==> src/rtl/mac_rx_fcs_check.sv <==
// Receive FCS checker: delays the RX byte stream one beat so the trailing CRC-32 can be
// stripped, recomputes the CRC over the payload and reports a per-frame status strobe.

module mac_crc32 #(
    parameter int N_SYMBOLS = 4,
    parameter int W_SYMBOL  = 8
) (
    input  logic                          i_clk,
    input  logic                          i_reset,
    input  logic                          i_clk_en,
    input  logic                          i_crc_clr,
    input  logic [N_SYMBOLS-1:0]          i_crc_en,
    input  logic [N_SYMBOLS*W_SYMBOL-1:0] i_data,
    output logic [31:0]                   crc_o
);

    logic [31:0] crc_q;
    logic [31:0] crc_d;

    // Reflected Ethernet polynomial, one byte per call, LSB first on the wire.
    function automatic logic [31:0] crc_byte(input logic [31:0] c_in, input logic [7:0] b);
        logic [31:0] c;
        c = c_in ^ {24'd0, b};
        for (int i = 0; i < 8; i++) begin
            c = c[0] ? ((c >> 1) ^ 32'hEDB8_8320) : (c >> 1);
        end
        return c;
    endfunction

    always_comb begin
        crc_d = i_crc_clr ? 32'hFFFF_FFFF : crc_q;
        for (int l = 0; l < N_SYMBOLS; l++) begin
            if (i_crc_en[l]) begin
                crc_d = crc_byte(crc_d, i_data[l*W_SYMBOL +: 8]);
            end
        end
    end

    always_ff @(posedge i_clk) begin
        if (i_reset) begin
            crc_q <= '0;
        end else if (i_clk_en) begin
            crc_q <= crc_d;
        end
    end

    assign crc_o = ~crc_q;

endmodule

module mac_rx_fcs_check #(
    parameter int N_SYMBOLS = 4,
    parameter int W_SYMBOL  = 8,
    parameter int MIN_FRAME = 64,
    parameter int MAX_FRAME = 1522,
    parameter int W_LEN     = 16
) (
    input  logic                          i_clk,
    input  logic                          i_reset,
    input  logic                          i_clk_en,
    input  logic [N_SYMBOLS-1:0]          i_valid,
    input  logic [N_SYMBOLS*W_SYMBOL-1:0] i_data,
    input  logic                          i_start,
    input  logic                          i_last,
    output logic [N_SYMBOLS-1:0]          o_valid,
    output logic [N_SYMBOLS*W_SYMBOL-1:0] o_data,
    output logic                          o_last,
    output logic                          o_stat_valid,
    output logic                          o_fcs_ok,
    output logic                          o_len_err,
    output logic                          o_abort
);

    localparam int W_WORD = N_SYMBOLS * W_SYMBOL;
    localparam logic [W_LEN-1:0] MIN_LEN = W_LEN'(MIN_FRAME);
    localparam logic [W_LEN-1:0] MAX_LEN = W_LEN'(MAX_FRAME);

    typedef enum logic [1:0] {S_IDLE, S_RUN, S_CHECK} state_e;

    state_e            state_q, state_d;
    logic              in_frame_q, in_frame_d;
    logic [W_WORD-1:0] hold_q, hold_d;
    logic [W_LEN-1:0]  len_q, len_d;
    logic [W_LEN-1:0]  stat_len_q, stat_len_d;
    logic [31:0]       fcs_q, fcs_d;
    logic              abort_q, abort_d;
    logic              pend_main_q, pend_main_d;
    logic [1:0]        tiny_cnt_q, tiny_cnt_d;

    logic                 beat_en;
    logic [N_SYMBOLS-1:0] vmask;
    logic [2:0]           k;
    logic [2*W_WORD-1:0]  fcs_window;
    logic                 tiny_set;
    logic                 crc_clr;
    logic [N_SYMBOLS-1:0] crc_en;
    logic [31:0]          crc_val;
    logic [N_SYMBOLS-1:0] out_valid;
    logic                 out_last;
    logic                 stat_valid, stat_fcs_ok, stat_len_err, stat_abort;

    function automatic logic is_contig(input logic [3:0] m);
        return (m == 4'b0000) || (m == 4'b0001) || (m == 4'b0011) ||
               (m == 4'b0111) || (m == 4'b1111);
    endfunction

    function automatic logic [2:0] count_k(input logic [3:0] m);
        case (m)
            4'b0001: return 3'd1;
            4'b0011: return 3'd2;
            4'b0111: return 3'd3;
            4'b1111: return 3'd4;
            default: return 3'd0;
        endcase
    endfunction

    function automatic logic [W_LEN-1:0] sat_add(input logic [W_LEN-1:0] a, input logic [2:0] b);
        logic [W_LEN:0] s;
        s = {1'b0, a} + {{(W_LEN-2){1'b0}}, b};
        return s[W_LEN] ? '1 : s[W_LEN-1:0];
    endfunction

    assign beat_en    = i_clk_en && !i_reset;
    assign vmask      = is_contig(i_valid) ? i_valid : '0;
    assign k          = count_k(vmask);
    // Bytes 0..3 are the held beat, 4..7 the incoming one; the FCS starts at byte k.
    assign fcs_window = {i_data, hold_q};

    mac_crc32 #(
        .N_SYMBOLS (N_SYMBOLS),
        .W_SYMBOL  (W_SYMBOL)
    ) u_crc (
        .i_clk     (i_clk),
        .i_reset   (i_reset),
        .i_clk_en  (i_clk_en),
        .i_crc_clr (crc_clr),
        .i_crc_en  (crc_en),
        .i_data    (hold_q),
        .crc_o     (crc_val)
    );

    always_comb begin
        state_d      = state_q;
        in_frame_d   = in_frame_q;
        hold_d       = hold_q;
        len_d        = len_q;
        stat_len_d   = stat_len_q;
        fcs_d        = fcs_q;
        abort_d      = abort_q;
        pend_main_d  = pend_main_q;
        tiny_cnt_d   = tiny_cnt_q;
        tiny_set     = 1'b0;
        crc_clr      = 1'b0;
        crc_en       = '0;
        out_valid    = '0;
        out_last     = 1'b0;
        stat_valid   = 1'b0;
        stat_fcs_ok  = 1'b0;
        stat_len_err = 1'b0;
        stat_abort   = 1'b0;

        if (beat_en) begin
            // A completed full frame reports first; a pending <=4-byte frame waits its turn.
            if (state_q == S_CHECK) begin
                stat_valid = 1'b1;
                if (pend_main_q) begin
                    stat_fcs_ok  = !abort_q && (crc_val == fcs_q);
                    stat_len_err = (stat_len_q < MIN_LEN) || (stat_len_q > MAX_LEN);
                    stat_abort   = abort_q;
                    pend_main_d  = 1'b0;
                end else begin
                    stat_len_err = 1'b1;
                    tiny_cnt_d   = tiny_cnt_q - 2'd1;
                end
            end

            if (!in_frame_q) begin
                if (i_start) begin
                    if (i_last) begin
                        tiny_set = 1'b1;
                    end else begin
                        hold_d     = i_data;
                        crc_clr    = 1'b1;
                        len_d      = W_LEN'(4);
                        in_frame_d = 1'b1;
                    end
                end
            end else if (i_start) begin
                // Frame cut short: flush the held word and start the new frame right away.
                out_valid   = '1;
                out_last    = 1'b1;
                pend_main_d = 1'b1;
                abort_d     = 1'b1;
                stat_len_d  = len_q;
                if (i_last) begin
                    tiny_set   = 1'b1;
                    in_frame_d = 1'b0;
                end else begin
                    hold_d  = i_data;
                    crc_clr = 1'b1;
                    len_d   = W_LEN'(4);
                end
            end else if (i_last) begin
                out_valid   = vmask;
                out_last    = 1'b1;
                crc_en      = vmask;
                fcs_d       = fcs_window[{k, 3'b000} +: 32];
                stat_len_d  = sat_add(len_q, k);
                len_d       = stat_len_d;
                pend_main_d = 1'b1;
                abort_d     = 1'b0;
                in_frame_d  = 1'b0;
            end else if (vmask != '0) begin
                out_valid = '1;
                crc_en    = '1;
                hold_d    = i_data;
                len_d     = sat_add(len_q, 3'd4);
            end

            if (tiny_set && (tiny_cnt_d != 2'b11)) begin
                tiny_cnt_d = tiny_cnt_d + 2'd1;
            end

            if (pend_main_d || (tiny_cnt_d != 2'd0)) begin
                state_d = S_CHECK;
            end else if (in_frame_d) begin
                state_d = S_RUN;
            end else begin
                state_d = S_IDLE;
            end
        end
    end

    always_ff @(posedge i_clk) begin
        if (i_reset) begin
            state_q     <= S_IDLE;
            in_frame_q  <= 1'b0;
            hold_q      <= '0;
            len_q       <= '0;
            stat_len_q  <= '0;
            fcs_q       <= '0;
            abort_q     <= 1'b0;
            pend_main_q <= 1'b0;
            tiny_cnt_q  <= '0;
        end else if (i_clk_en) begin
            state_q     <= state_d;
            in_frame_q  <= in_frame_d;
            hold_q      <= hold_d;
            len_q       <= len_d;
            stat_len_q  <= stat_len_d;
            fcs_q       <= fcs_d;
            abort_q     <= abort_d;
            pend_main_q <= pend_main_d;
            tiny_cnt_q  <= tiny_cnt_d;
        end
    end

    always_comb begin
        o_data = '0;
        for (int l = 0; l < N_SYMBOLS; l++) begin
            if (out_valid[l]) begin
                o_data[l*W_SYMBOL +: W_SYMBOL] = hold_q[l*W_SYMBOL +: W_SYMBOL];
            end
        end
    end

    assign o_valid      = out_valid;
    assign o_last       = out_last;
    assign o_stat_valid = stat_valid;
    assign o_fcs_ok     = stat_fcs_ok;
    assign o_len_err    = stat_len_err;
    assign o_abort      = stat_abort;

    // Upstream guarantees byte masks are packed from lane 0.
    assert property (@(posedge i_clk) disable iff (i_reset) i_clk_en |-> is_contig(i_valid));

endmodule

==> config.mk <==
export PLATFORM = sky130hd
export DESIGN_NAME = mac_rx_fcs_check
export DESIGN_NICKNAME = d
export VERILOG_FILES = /design/src/rtl/mac_rx_fcs_check.sv
export SDC_FILE = /design/constraint.sdc
export NUM_CORES = 1
export LEC_CHECK = 0
export BUFFER_PORTS_ARGS = -buffer_cell sky130_fd_sc_hd__buf_2
export CAP_MARGIN = 20
export CELL_PAD_IN_SITES_DETAIL_PLACEMENT = 1
export CELL_PAD_IN_SITES_GLOBAL_PLACEMENT = 1
export CORE_ASPECT_RATIO = 0.75
export CORE_MARGIN = 2
export CORE_UTILIZATION = 30
export CTS_BUF_LIST = sky130_fd_sc_hd__clkbuf_4
export DETAILED_ROUTE_END_ITERATION = 6
export PLACE_DENSITY_LB_ADDON = 0.1
export SYNTH_ARGS = -nofsm -noshare
export SYNTH_HDL_FRONTEND = slang
export SYNTH_HIERARCHICAL = 1
export SYNTH_SLANG_ARGS = --single-unit
==> constraint.sdc <==
create_clock -name i_clk -period 18.18 [get_ports i_clk]
set_clock_uncertainty 0.2 [all_clocks]
set_input_delay 0 -clock i_clk [delete_from_list [all_inputs] [get_ports i_clk]]
set_output_delay 0 -clock i_clk [all_outputs]
set_load 0.1 [all_outputs]
==> run_results.csv <==
group,metric,value,unit
global_routing,grt_pass1_wl,95900,um
place,dpl.hpwl,49200,um
worst_hold_path,min_to,"hold_q[28]",
clock_network,postCtsSetupRepairBufs,0,
logic_synthesis,synth_seq_cells,135,
drt,detail_route.vias_per_cell,5.61,
outcome,outcome,"completed",
logic_synthesis,ys_types,106,
logic_synthesis,synth-edff-count,0,
power_and_ir_drop,powerDensity,58.1,mW/mm^2
logic_synthesis,ys_warn_count,6,
clock_network,clockBufferDepth,2,
clock_network,cts_tree,"done",
worst_setup_path,cp_cell_sequence,"dlygate4sd3_1 > buf_2 > buf_4 > nand2b_1 > nor3b_1 > nand2_1 > inv_2 > buf_4 > inv_1 > o311a_1 > nor2_1 > xnor3_1 > mux2_2 > a211o_1 > a211o_1 > a31oi_1 > xnor3_1 > nor3b_1 > or2_1 > xnor3_1 > nand3b_1 > o221ai_1",
power_and_ir_drop,clkPwrFrac,23.4,%
drt,drc,0,
cells_and_area,final_nets,1942,
power_and_ir_drop,swShare,40.4,%
floorplanning,num_io_pins,82,
power_and_ir_drop,seq_power_share,34.0,%
floorplanning,die_area,0.0495,mm^2
cells_and_area,layout_common_cells,"nand2_1 (195), nor2_1 (164), xnor2_1 (157)",
floorplanning,initial_core_util,30.3,%
clock_network,post_cts_resized,0,
timing,period_needed,7990,ps
drt,post_drt_wl_per_cell,25.7,um
logic_synthesis,synth_ff_type,"dfxtp_1",
cells_and_area,utilization,34.5,%
timing,setup_viol,0,
place,dpl.cell_count,2426,
global_routing,grt_pass1_vias,13766,
global_routing,grt-ovfl-total,0,
worst_setup_path,cpPeakStageDelay,610,ps
power_and_ir_drop,leakagePower,6.09,nW
logic_synthesis,synth.net_count,1863,
worst_setup_path,cpMaxStageDelayCell,"inv_1",
global_routing,grt_use_total,26.0,%
worst_setup_path,arrival,8270,ps
drt,vias,14287,
logic_synthesis,mappedNetlistArea,0.0143,mm^2
clock_network,cts_sinks,135,
clock_network,cts_made_buffers,17,
clock_network,cts.reportedPaths.clkPinSlew,150,ps
logic_synthesis,synth_area_leaders,"dfxtp_1 (19%), xnor2_1 (9.6%), nand2_1 (5.1%)",
cells_and_area,final_common_cell,"nand2_1",
power_and_ir_drop,p_sw,0.382,mW
worst_setup_path,r2r-start,"in_frame_q",
drt,drtIter0Drc,1300,
logic_synthesis,syn_avg_cell_area,7.89,um^2
worst_hold_path,holdCritStartpoint,"i_data[28]",
worst_setup_path,ff2ff_path_depth,18,
timing,setup-tns-final,0,ps
floorplanning,core,0.0472,mm^2
place,portBuffers,81,
timing,worst_pin_slew,1140,ps
timing,fmax,0.125,GHz
worst_setup_path,crit_fanout,73,
cells_and_area,finalNonFillerCells,2548,
timing,period_share,44.0,%
power_and_ir_drop,p_int,0.564,mW
cells_and_area,drive_above_1_share,12.0,%
logic_synthesis,synthArstFlopShare,0,%
worst_setup_path,r2r_slack,10460,ps
timing,hold_violations,0,
worst_setup_path,crit_family,"simple AND/OR/NAND/NOR gates",
drt,finalWirelength,65500,um
clock_network,clk_latency,630,ps
power_and_ir_drop,vdd_drop_max,0.0000351,V
floorplanning,die_h,193,um
logic_synthesis,seq_area_frac_synth,18.9,%
logic_synthesis,syn_inst,1816,
worst_hold_path,hp-class,"in -> reg",
timing,rsz0062_at_grt,"false",
logic_synthesis,yosys.area.top_type,"dfxtp_1",
worst_setup_path,path_buf_inv,6,
global_routing,grt_max_degree,85,
worst_setup_path,crit_path_start_kind,"input port",
clock_network,cts-hold-fix-buffers,87,
worst_setup_path,timing.rr.end,"u_crc/crc_q[19]",
global_routing,antenna_found_initial,4,
worst_setup_path,path_class,"in -> reg",
logic_synthesis,synth_top_area_share,18.9,%
timing,slew_headroom,22.7,%
drt,antenna_left,0,
drt,drtPass1Iterations,5,
job,cap_violations,0,
place,place_congestion,0.901,
clock_network,cts-htree-levels,4,
power_and_ir_drop,power_frac_comb,42.6,%
floorplanning,chipWidth,256,um
worst_setup_path,cp-end-kind,"register",
worst_hold_path,hold_depth,4,
worst_setup_path,crit_path_frequent_cell,"xnor3_1",
floorplanning,rows,69,
worst_setup_path,cp.required,18460,ps
clock_network,root_buffer,"clkbuf_4",
timing,slew_viol_final,0,
cells_and_area,syn_to_final_growth,13.7,%
==> final cells by class <==
class	count	area [um^2]
timing repair buffer	191	1450
fill	5757	30900
multi-input combinational	1490	10800
sequential	135	2700
tap	639	800
inverter	60	228
clock inverter	15	151
clock buffer	17	128
antenna	1	2.50
==> synthesized netlist by cell type (10+ instances only) <==
cell,n
a211oi_1,41
a21oi_1,123
a311oi_1,20
a31oi_1,18
and2_1,42
buf_1,10
buf_2,43
clkbuf_1,66
dfxtp_1,135
inv_1,54
mux2i_1,47
mux4_2,12
nand2_1,195
nand3_1,71
nand3b_1,11
nand4_1,10
nor2_1,165
nor3_1,54
nor3b_1,10
nor4_1,17
o2111ai_1,11
o211ai_1,19
o21a_1,11
o21ai_0,95
o22ai_1,14
or3_1,19
xnor2_1,157
xnor2_2,12
xnor3_1,32
xor2_1,79
xor3_1,11
==> worst reg2reg max path: stages (launching register included) <==
cell and delay, ps:
dfxtp_1 540, nor3b_1 540, nand2_1 270, inv_2 100
buf_4 590, inv_1 650, o311a_1 580, nor2_1 290
xnor3_1 510, mux2_2 370, a211o_1 280, a211o_1 300
a31oi_1 430, xnor3_1 320, nor3b_1 480, or2_1 430
xnor3_1 510, nand3b_1 100, o221ai_1 110
==> power by group through the flow <==
stage | registers [mW] | clock network (mW) | logic, mW
after CTS | 0.322 | 0.227 | 0.397
after detailed placement | 0.328 | 0 | 0.382
after global routing | 0.323 | 0.240 | 0.431
after global placement | 0.328 | 0 | 0.380
final | 0.322 | 0.221 | 0.403
after floorplan | 0.316 | 0 | 0.298
==> per-stage QoR <==
stage	instance area [um^2]	setup slack [ps]	power [mW]	hold slack (ps)
finish	16300	10190	0.946	41.5
global route	16300	9660	0.994	0.260
CTS	16300	10330	0.946	2.53
detailed placement	15100	10210	0.710	65.8
global placement	15100	10360	0.708	57.3
floorplan	14300	12460	0.614	-64.0
==> metal layers <==
layer | part of all wire [%] | up-vias | GRT usage [%] | wire [um]
li1 | - | 6623 | - | -
met1 | 50 | 7209 | 38.8 | 32400
met2 | 42 | 400 | 38.3 | 27700
met3 | 6.7 | 53 | 6.00 | 4370
met4 | 1.6 | 2 | 4.48 | 1030
met5 | 0.020 | - | 0 | 13
==> flip-flops by register name (all words and copies together), names as in the netlist <==
signal,cells
abort_q,1
state_q,2
hold_q,32
in_frame_q,1
u_crc/crc_q,32
len_q,16
fcs_q,32
stat_len_q,16
tiny_cnt_q,2
pend_main_q,1
==> cells by family after synthesis <==
| kind of cell | synth area share (%) |
|---|---|
| simple gates | 22.2 |
| compound gates | 21.6 |
| xor+xnor | 24.9 |
| buf+inv | 5.82 |
| flops | 18.9 |
| mux | 5.96 |
| fa+ha+maj | 0.576 |
==> worst max-delay path by stage <==
stage	slack, ps	start	to	cells past startpoint
2_1_floorplan	12460	in_frame_q	u_crc/crc_q[17]	22
3_3_place_gp	10360	i_clk_en	u_crc/crc_q[19]	21
3_5_place_dp	10210	i_clk_en	u_crc/crc_q[19]	21
4_1_cts	10330	i_clk_en	u_crc/crc_q[19]	22
5_1_grt	9660	i_clk_en	u_crc/crc_q[17]	24
6_report	10190	i_clk_en	u_crc/crc_q[19]	22
Note: power is estimated with default switching activity, not from simulation.
